===== src/rtl/mem_arbiter_pkg.sv =====
// Shared definitions for the instruction/data memory arbiter: FSM state
// encodings, the default watchdog limit and the port-eligibility rule.
package mem_arbiter_pkg;

  typedef enum logic [1:0] {
    IDLE      = 2'd0,
    DATA_WAIT = 2'd1,
    INST_WAIT = 2'd2
  } arb_state_e;

  localparam int DEFAULT_TIMEOUT = 255;

  // A port that has just completed must not be re-issued in its valid cycle.
  function automatic logic port_eligible(input logic ce, input logic valid);
    return ce & ~valid;
  endfunction

endpackage


===== src/rtl/mem_arbiter_watchdog.sv =====
// Access watchdog: clear/enable counter that flags expiry after TIMEOUT-1
// counted cycles and saturates instead of wrapping.
module arb_watchdog
  import mem_arbiter_pkg::*;
#(
  parameter int TIMEOUT = DEFAULT_TIMEOUT
) (
  input  logic clk,
  input  logic rst,
  input  logic clr,
  input  logic en,
  output logic expired
);

  localparam int CW = $clog2(TIMEOUT + 1);
  localparam logic [CW-1:0] LAST = CW'(TIMEOUT - 1);
  localparam logic [CW-1:0] MAX  = CW'(TIMEOUT);

  logic [CW-1:0] count_r;

  // Wait-cycle counter; clear has priority over counting.
  always_ff @(posedge clk) begin
    if (rst) begin
      count_r <= {CW{1'b0}};
    end else if (clr) begin
      count_r <= {CW{1'b0}};
    end else if (en && (count_r != MAX)) begin
      count_r <= count_r + CW'(1);
    end else begin
      count_r <= count_r;
    end
  end

  assign expired = (count_r == LAST);

endmodule


===== src/rtl/mem_arbiter.sv =====
// Serialises instruction-fetch and load/store accesses onto one
// variable-latency memory; data wins over fetch, watchdog aborts hung accesses.
module mem_arbiter
  import mem_arbiter_pkg::*;
#(
  parameter int TIMEOUT = DEFAULT_TIMEOUT,
  parameter int AW      = 32,
  parameter int DW      = 32
) (
  input  logic          clk,
  input  logic          rst,
  input  logic          inst_ce_i,
  input  logic [AW-1:0] inst_addr_i,
  output logic [DW-1:0] inst_o,
  output logic          inst_valid_o,
  input  logic          data_ce_i,
  input  logic          data_we_i,
  input  logic [AW-1:0] data_addr_i,
  input  logic [DW-1:0] data_wdata_i,
  output logic [DW-1:0] data_o,
  output logic          data_valid_o,
  output logic          stall_req_if_o,
  output logic          stall_req_mem_o,
  output logic          mem_req_o,
  output logic          mem_we_o,
  output logic [AW-1:0] mem_addr_o,
  output logic [DW-1:0] mem_wdata_o,
  input  logic [DW-1:0] mem_rdata_i,
  input  logic          mem_ack_i,
  output logic          bus_err_o
);

  arb_state_e state_r;
  logic       wait_s;
  logic       wd_clr_s;
  logic       wd_expired_s;
  logic       data_elig_s;
  logic       inst_elig_s;

  assign wait_s      = (state_r != IDLE);
  assign wd_clr_s    = ~wait_s | mem_ack_i | wd_expired_s;
  assign data_elig_s = port_eligible(data_ce_i, data_valid_o);
  assign inst_elig_s = port_eligible(inst_ce_i, inst_valid_o);

  assign stall_req_if_o  = inst_ce_i & ~inst_valid_o;
  assign stall_req_mem_o = data_ce_i & ~data_valid_o;

  arb_watchdog #(
    .TIMEOUT (TIMEOUT)
  ) u_watchdog (
    .clk     (clk),
    .rst     (rst),
    .clr     (wd_clr_s),
    .en      (wait_s),
    .expired (wd_expired_s)
  );

  // Arbitration FSM with registered memory-side and port-side outputs.
  always_ff @(posedge clk) begin
    if (rst) begin
      state_r      <= IDLE;
      mem_req_o    <= 1'b0;
      mem_we_o     <= 1'b0;
      mem_addr_o   <= {AW{1'b0}};
      mem_wdata_o  <= {DW{1'b0}};
      inst_o       <= {DW{1'b0}};
      inst_valid_o <= 1'b0;
      data_o       <= {DW{1'b0}};
      data_valid_o <= 1'b0;
      bus_err_o    <= 1'b0;
    end else begin
      inst_valid_o <= 1'b0;
      data_valid_o <= 1'b0;
      bus_err_o    <= 1'b0;
      case (state_r)
        IDLE: begin
          if (data_elig_s) begin
            state_r     <= DATA_WAIT;
            mem_req_o   <= 1'b1;
            mem_we_o    <= data_we_i;
            mem_addr_o  <= data_addr_i;
            mem_wdata_o <= data_wdata_i;
          end else if (inst_elig_s) begin
            state_r    <= INST_WAIT;
            mem_req_o  <= 1'b1;
            mem_we_o   <= 1'b0;
            mem_addr_o <= inst_addr_i;
          end else begin
            state_r   <= IDLE;
            mem_req_o <= 1'b0;
          end
        end
        DATA_WAIT: begin
          // An ack in the expiry cycle still completes the access normally.
          if (mem_ack_i) begin
            state_r      <= IDLE;
            mem_req_o    <= 1'b0;
            data_o       <= mem_we_o ? {DW{1'b0}} : mem_rdata_i;
            data_valid_o <= 1'b1;
          end else if (wd_expired_s) begin
            state_r      <= IDLE;
            mem_req_o    <= 1'b0;
            data_o       <= {DW{1'b0}};
            data_valid_o <= 1'b1;
            bus_err_o    <= 1'b1;
          end else begin
            state_r <= DATA_WAIT;
          end
        end
        INST_WAIT: begin
          if (mem_ack_i) begin
            state_r      <= IDLE;
            mem_req_o    <= 1'b0;
            inst_o       <= mem_rdata_i;
            inst_valid_o <= 1'b1;
          end else if (wd_expired_s) begin
            state_r      <= IDLE;
            mem_req_o    <= 1'b0;
            inst_o       <= {DW{1'b0}};
            inst_valid_o <= 1'b1;
            bus_err_o    <= 1'b1;
          end else begin
            state_r <= INST_WAIT;
          end
        end
        default: begin
          state_r   <= IDLE;
          mem_req_o <= 1'b0;
        end
      endcase
    end
  end

endmodule


===== config.mk =====
export PLATFORM = sky130hd
export DESIGN_NAME = mem_arbiter
export DESIGN_NICKNAME = d
export VERILOG_FILES = /design/src/rtl/mem_arbiter_pkg.sv /design/src/rtl/mem_arbiter_watchdog.sv /design/src/rtl/mem_arbiter.sv
export SDC_FILE = /design/constraint.sdc
export NUM_CORES = 1
export LEC_CHECK = 0
export ABC_AREA = 1
export BUFFER_PORTS_ARGS = -buffer_cell sky130_fd_sc_hd__buf_2
export CAP_MARGIN = 5
export CORE_ASPECT_RATIO = 0.7
export CORE_MARGIN = 1.5
export CORE_UTILIZATION = 51
export DETAILED_ROUTE_END_ITERATION = 7
export PLACE_DENSITY = 0.85
export SLEW_MARGIN = 20
export SYNTH_ARGS = -nofsm -noshare
export SYNTH_HDL_FRONTEND = slang
export SYNTH_SLANG_ARGS = --single-unit

===== constraint.sdc =====
create_clock -name clk -period 2.6 [get_ports clk]
set_input_delay 0.52 -clock clk [delete_from_list [all_inputs] [get_ports clk]]
set_output_delay 0.52 -clock clk [all_outputs]
set_load 0.01 [all_outputs]

==> results_dict.tcl <==
set metrics [dict create \
    outcome "completed" \
    hold_start "data_wdata_i[0]" \
    n_antenna_cell 0 \
    end_kind "register" \
    worstPathRequired_ns 2.86 \
    gp_congestion 0.876 \
    synth_compound_gate_area_share_pct 11.5 \
    startpoint_type "register" \
    cp_cell_sequence "inv_1 > ha_1 > inv_1 > nor2_2 > nand2_4 > nand2_8 > nand2_4 > nand2_1 > a21oi_1" \
    min_period_ns 1.87 \
    cts_made_buffers 17 \
    worstPathArrival_ns 2.13 \
    ctsHoldBuffers 0 \
    pin_count 269 \
    drt_iter0_markers 620 \
    avgSynthCellArea_um2 7.12 \
    routed-wl-met2_um 7710 \
    wl_per_cell_um 14.3 \
    clk_pin_slew_worst_paths_ns 0.06 \
    routed_wl_um 18100 \
    layout.nets 1234 \
    synthMuxAreaShare_pct 0 \
    r2r-start "u_watchdog.count_r[0]" \
    p_leak_nw 3.98 \
    p_total_w 0.00612 \
    grt_pass1_vias 5829 \
    final_hold_viol_count 0 \
    grt_pass1_wl_um 28300 \
    post_cts_buffers 0 \
    path_class "reg2reg" \
    crit_slowest_cell "dfxtp_1" \
    fin_setup_tns_ns 0 \
    slew_viol_final 0 \
    first_pass_iters 5 \
    worst_pin_slew_ns 0.789 \
    switchingPower_w 0.00158 \
    antenna_found_initial 0 \
    grt_start_max_net_pins 75 \
    syn_to_final_growth_pct 32.7 \
    switching_share_pct 25.8 \
    fmax_ghz 0.534 \
    grt.total_usage_pct 28.1 \
    drc 0 \
    hp-class "in2reg" \
    yosys.cell_types.count 26 \
    die_x_um 134 \
    gr-total-overflow 0 \
    clockBufferDepth 2 \
    dr_wl_met3_um 1720 \
    yosysSeqAreaShare_pct 46.8 \
    setup_viol 0 \
    wl_met1_um 8110 \
    row_count 33 \
    p_clk_share_pct 45.6 \
    power_frac_comb_pct 15.0 \
    initial_utilization_pct 52.3 \
    layout-drive-gt1-share_pct 29.6 \
    netlist_instances 858 \
    postRouteAntennaNets 0 \
    cts_max_level 4 \
    die_y_um 94.6 \
    synth_fp_nets 998 \
    multiInputGateArea_mm2 0.00283 \
    seq_power_share_pct 39.3 \
    p_per_area_mw_per_mm2 754 \
    crit_fanout 62 \
    fin_area_mm2 0.00811 \
    period_share_pct 72.0 \
    cts_sinks 143 \
    post_cts_resized 0 \
    fin_ws_ns 0.729 \
    yosysWarnings 0 \
    rsz0062_at_grt "false" \
    synthXorXnorAreaFrac_pct 0.287 \
    relSlewSlack_pct 47.4 \
    rrSetupSlack_ns 0.73 \
    n_fill_cell 989 \
    placedInstanceArea_mm2 0.00742 \
    max_stage_delay_ns 0.33 \
    ir_drop_uv 528 \
    route.vias.total 6581 \
    hpwl_um 12600 \
    io_buffers 268 \
    cts_root_buf "clkbuf_16" \
    core_area_mm2 0.0117 \
    synth_top_family_by_area "simple AND/OR/NAND/NOR gates" \
    synthAdderAreaFrac_pct 1.23 \
    ys_ff_latch 143 \
    startpoint "u_watchdog.count_r[0]" \
    die_area_mm2 0.0127 \
    synth_area_mm2 0.00611 \
    register_area_mm2 0.00286 \
    fin_skew_ns 0.00856 \
    drv_cap 0 \
    highest_layer "met4" \
    preCtsSetupSlack_ns 0.762 \
    clk_latency_ns 0.41 \
    viasPerCell 5.21 \
    p_int_w 0.00454 \
    yosys.area_share.simple_pct 33.3 \
    cts_tree "yes" \
]
-- synthesized netlist by cell type (all sizes together) --
library cell,count,area share (%)
nand4,1,0.10
nand2,231,15
xnor2,2,0.29
nor2,112,7.1
or2,1,0.10
nand3,134,11
dfxtp,143,47
inv,19,1.2
ha,6,1.2
a21oi,106,8.7
clkinv,2,0.12
buf,31,3.5
nor3,1,0.082
o21ai,34,2.8
clkbuf,35,2.2
-- cell type report --
| cell class | count | share of cell area [%] |
|---|---|---|
| sequential | 143 | 35.3 |
| multi-input combinational | 628 | 34.9 |
| timing repair buffer | 283 | 17.9 |
| clock buffer | 19 | 5.58 |
| clock inverter | 13 | 2.88 |
| tap | 157 | 2.42 |
| inverter | 21 | 0.972 |
-- metal layers --
| layer | track usage (%) | vias up |
|---|---|---|
| met2 | 42.7 | 336 |
| li1 | - | 3268 |
| met5 | 0 | - |
| met3 | 8.27 | 60 |
| met1 | 37.2 | 2917 |
| met4 | 12.5 | 0 |
-- path summary, 6_finish.rpt --
check,cells past startpoint,to
setup / recovery,9,inst_o[3]
setup reg to reg,9,inst_o[3]
hold / removal,3,mem_wdata_o[0]
hold reg to reg,2,inst_o[4]
-- sequential cells by signal, indices dropped and copies added (netlist names) --
| name | flops |
|---|---|
| state_r | 2 |
| data_o | 32 |
| mem_addr_o | 32 |
| inst_o | 32 |
| u_watchdog.count_r | 8 |
| mem_we_o | 1 |
| mem_wdata_o | 32 |
| inst_valid_o | 1 |
| data_valid_o | 1 |
| mem_req_o | 1 |
| bus_err_o | 1 |
-- worst max-delay path, delay by kind of cell (launching register included) --
kind	cells	cell delay, ns
compound gates	1	0.08
fa+ha+maj	1	0.15
buf+inv	2	0.13
flops	1	0.33
simple gates	5	0.99
-- placed cells by master, fill, tap and decap left out --
cell type,n
buf_2,268
xnor2_1,2
o21ai_0,31
nand2_2,5
ha_1,5
nor3_1,1
o21ai_1,3
buf_4,15
clkinv_4,4
clkinv_2,2
nor2_1,109
clkbuf_16,17
ha_2,1
a21oi_1,106
nand3_1,134
clkinv_1,2
nor2_2,1
inv_6,1
clkbuf_8,2
dfxtp_1,143
nand2_4,2
nand4_1,1
nand2_1,223
nand2_8,1
nor2_4,2
inv_1,19
bufinv_16,6
or2_2,1
-- metrics by stage --
step | cells | hold WS (ns) | utilization (%)
floorplan | 858 | 0.476 | -
global placement | 1232 | 0.445 | 63.5
detailed placement | 1232 | 0.449 | 63.5
CTS | 1264 | 0.363 | 69.4
global route | 1264 | 0.367 | 69.4
finish | 1264 | 0.373 | 69.4
-- power groups by stage --
stage | Clock [W] | Sequential (W) | Combinational [W]
3_3_place_gp | 0 | 0.00245 | 0.000900
4_1_cts | 0.00282 | 0.00240 | 0.000916
2_1_floorplan | 0 | 0.00252 | 0.000482
5_1_grt | 0.00292 | 0.00242 | 0.00102
3_5_place_dp | 0 | 0.00245 | 0.000909
6_report | 0.00279 | 0.00241 | 0.000920
-- cell families after synthesis --
logic type	after synthesis
AO/OA/AOI/OAI	140
XOR/XNOR	2
adder cells (fa/ha/maj)	6
buffers and inverters	87
flip-flops	143
AND/OR/NAND/NOR	480
(Power assumes the default switching activity.)
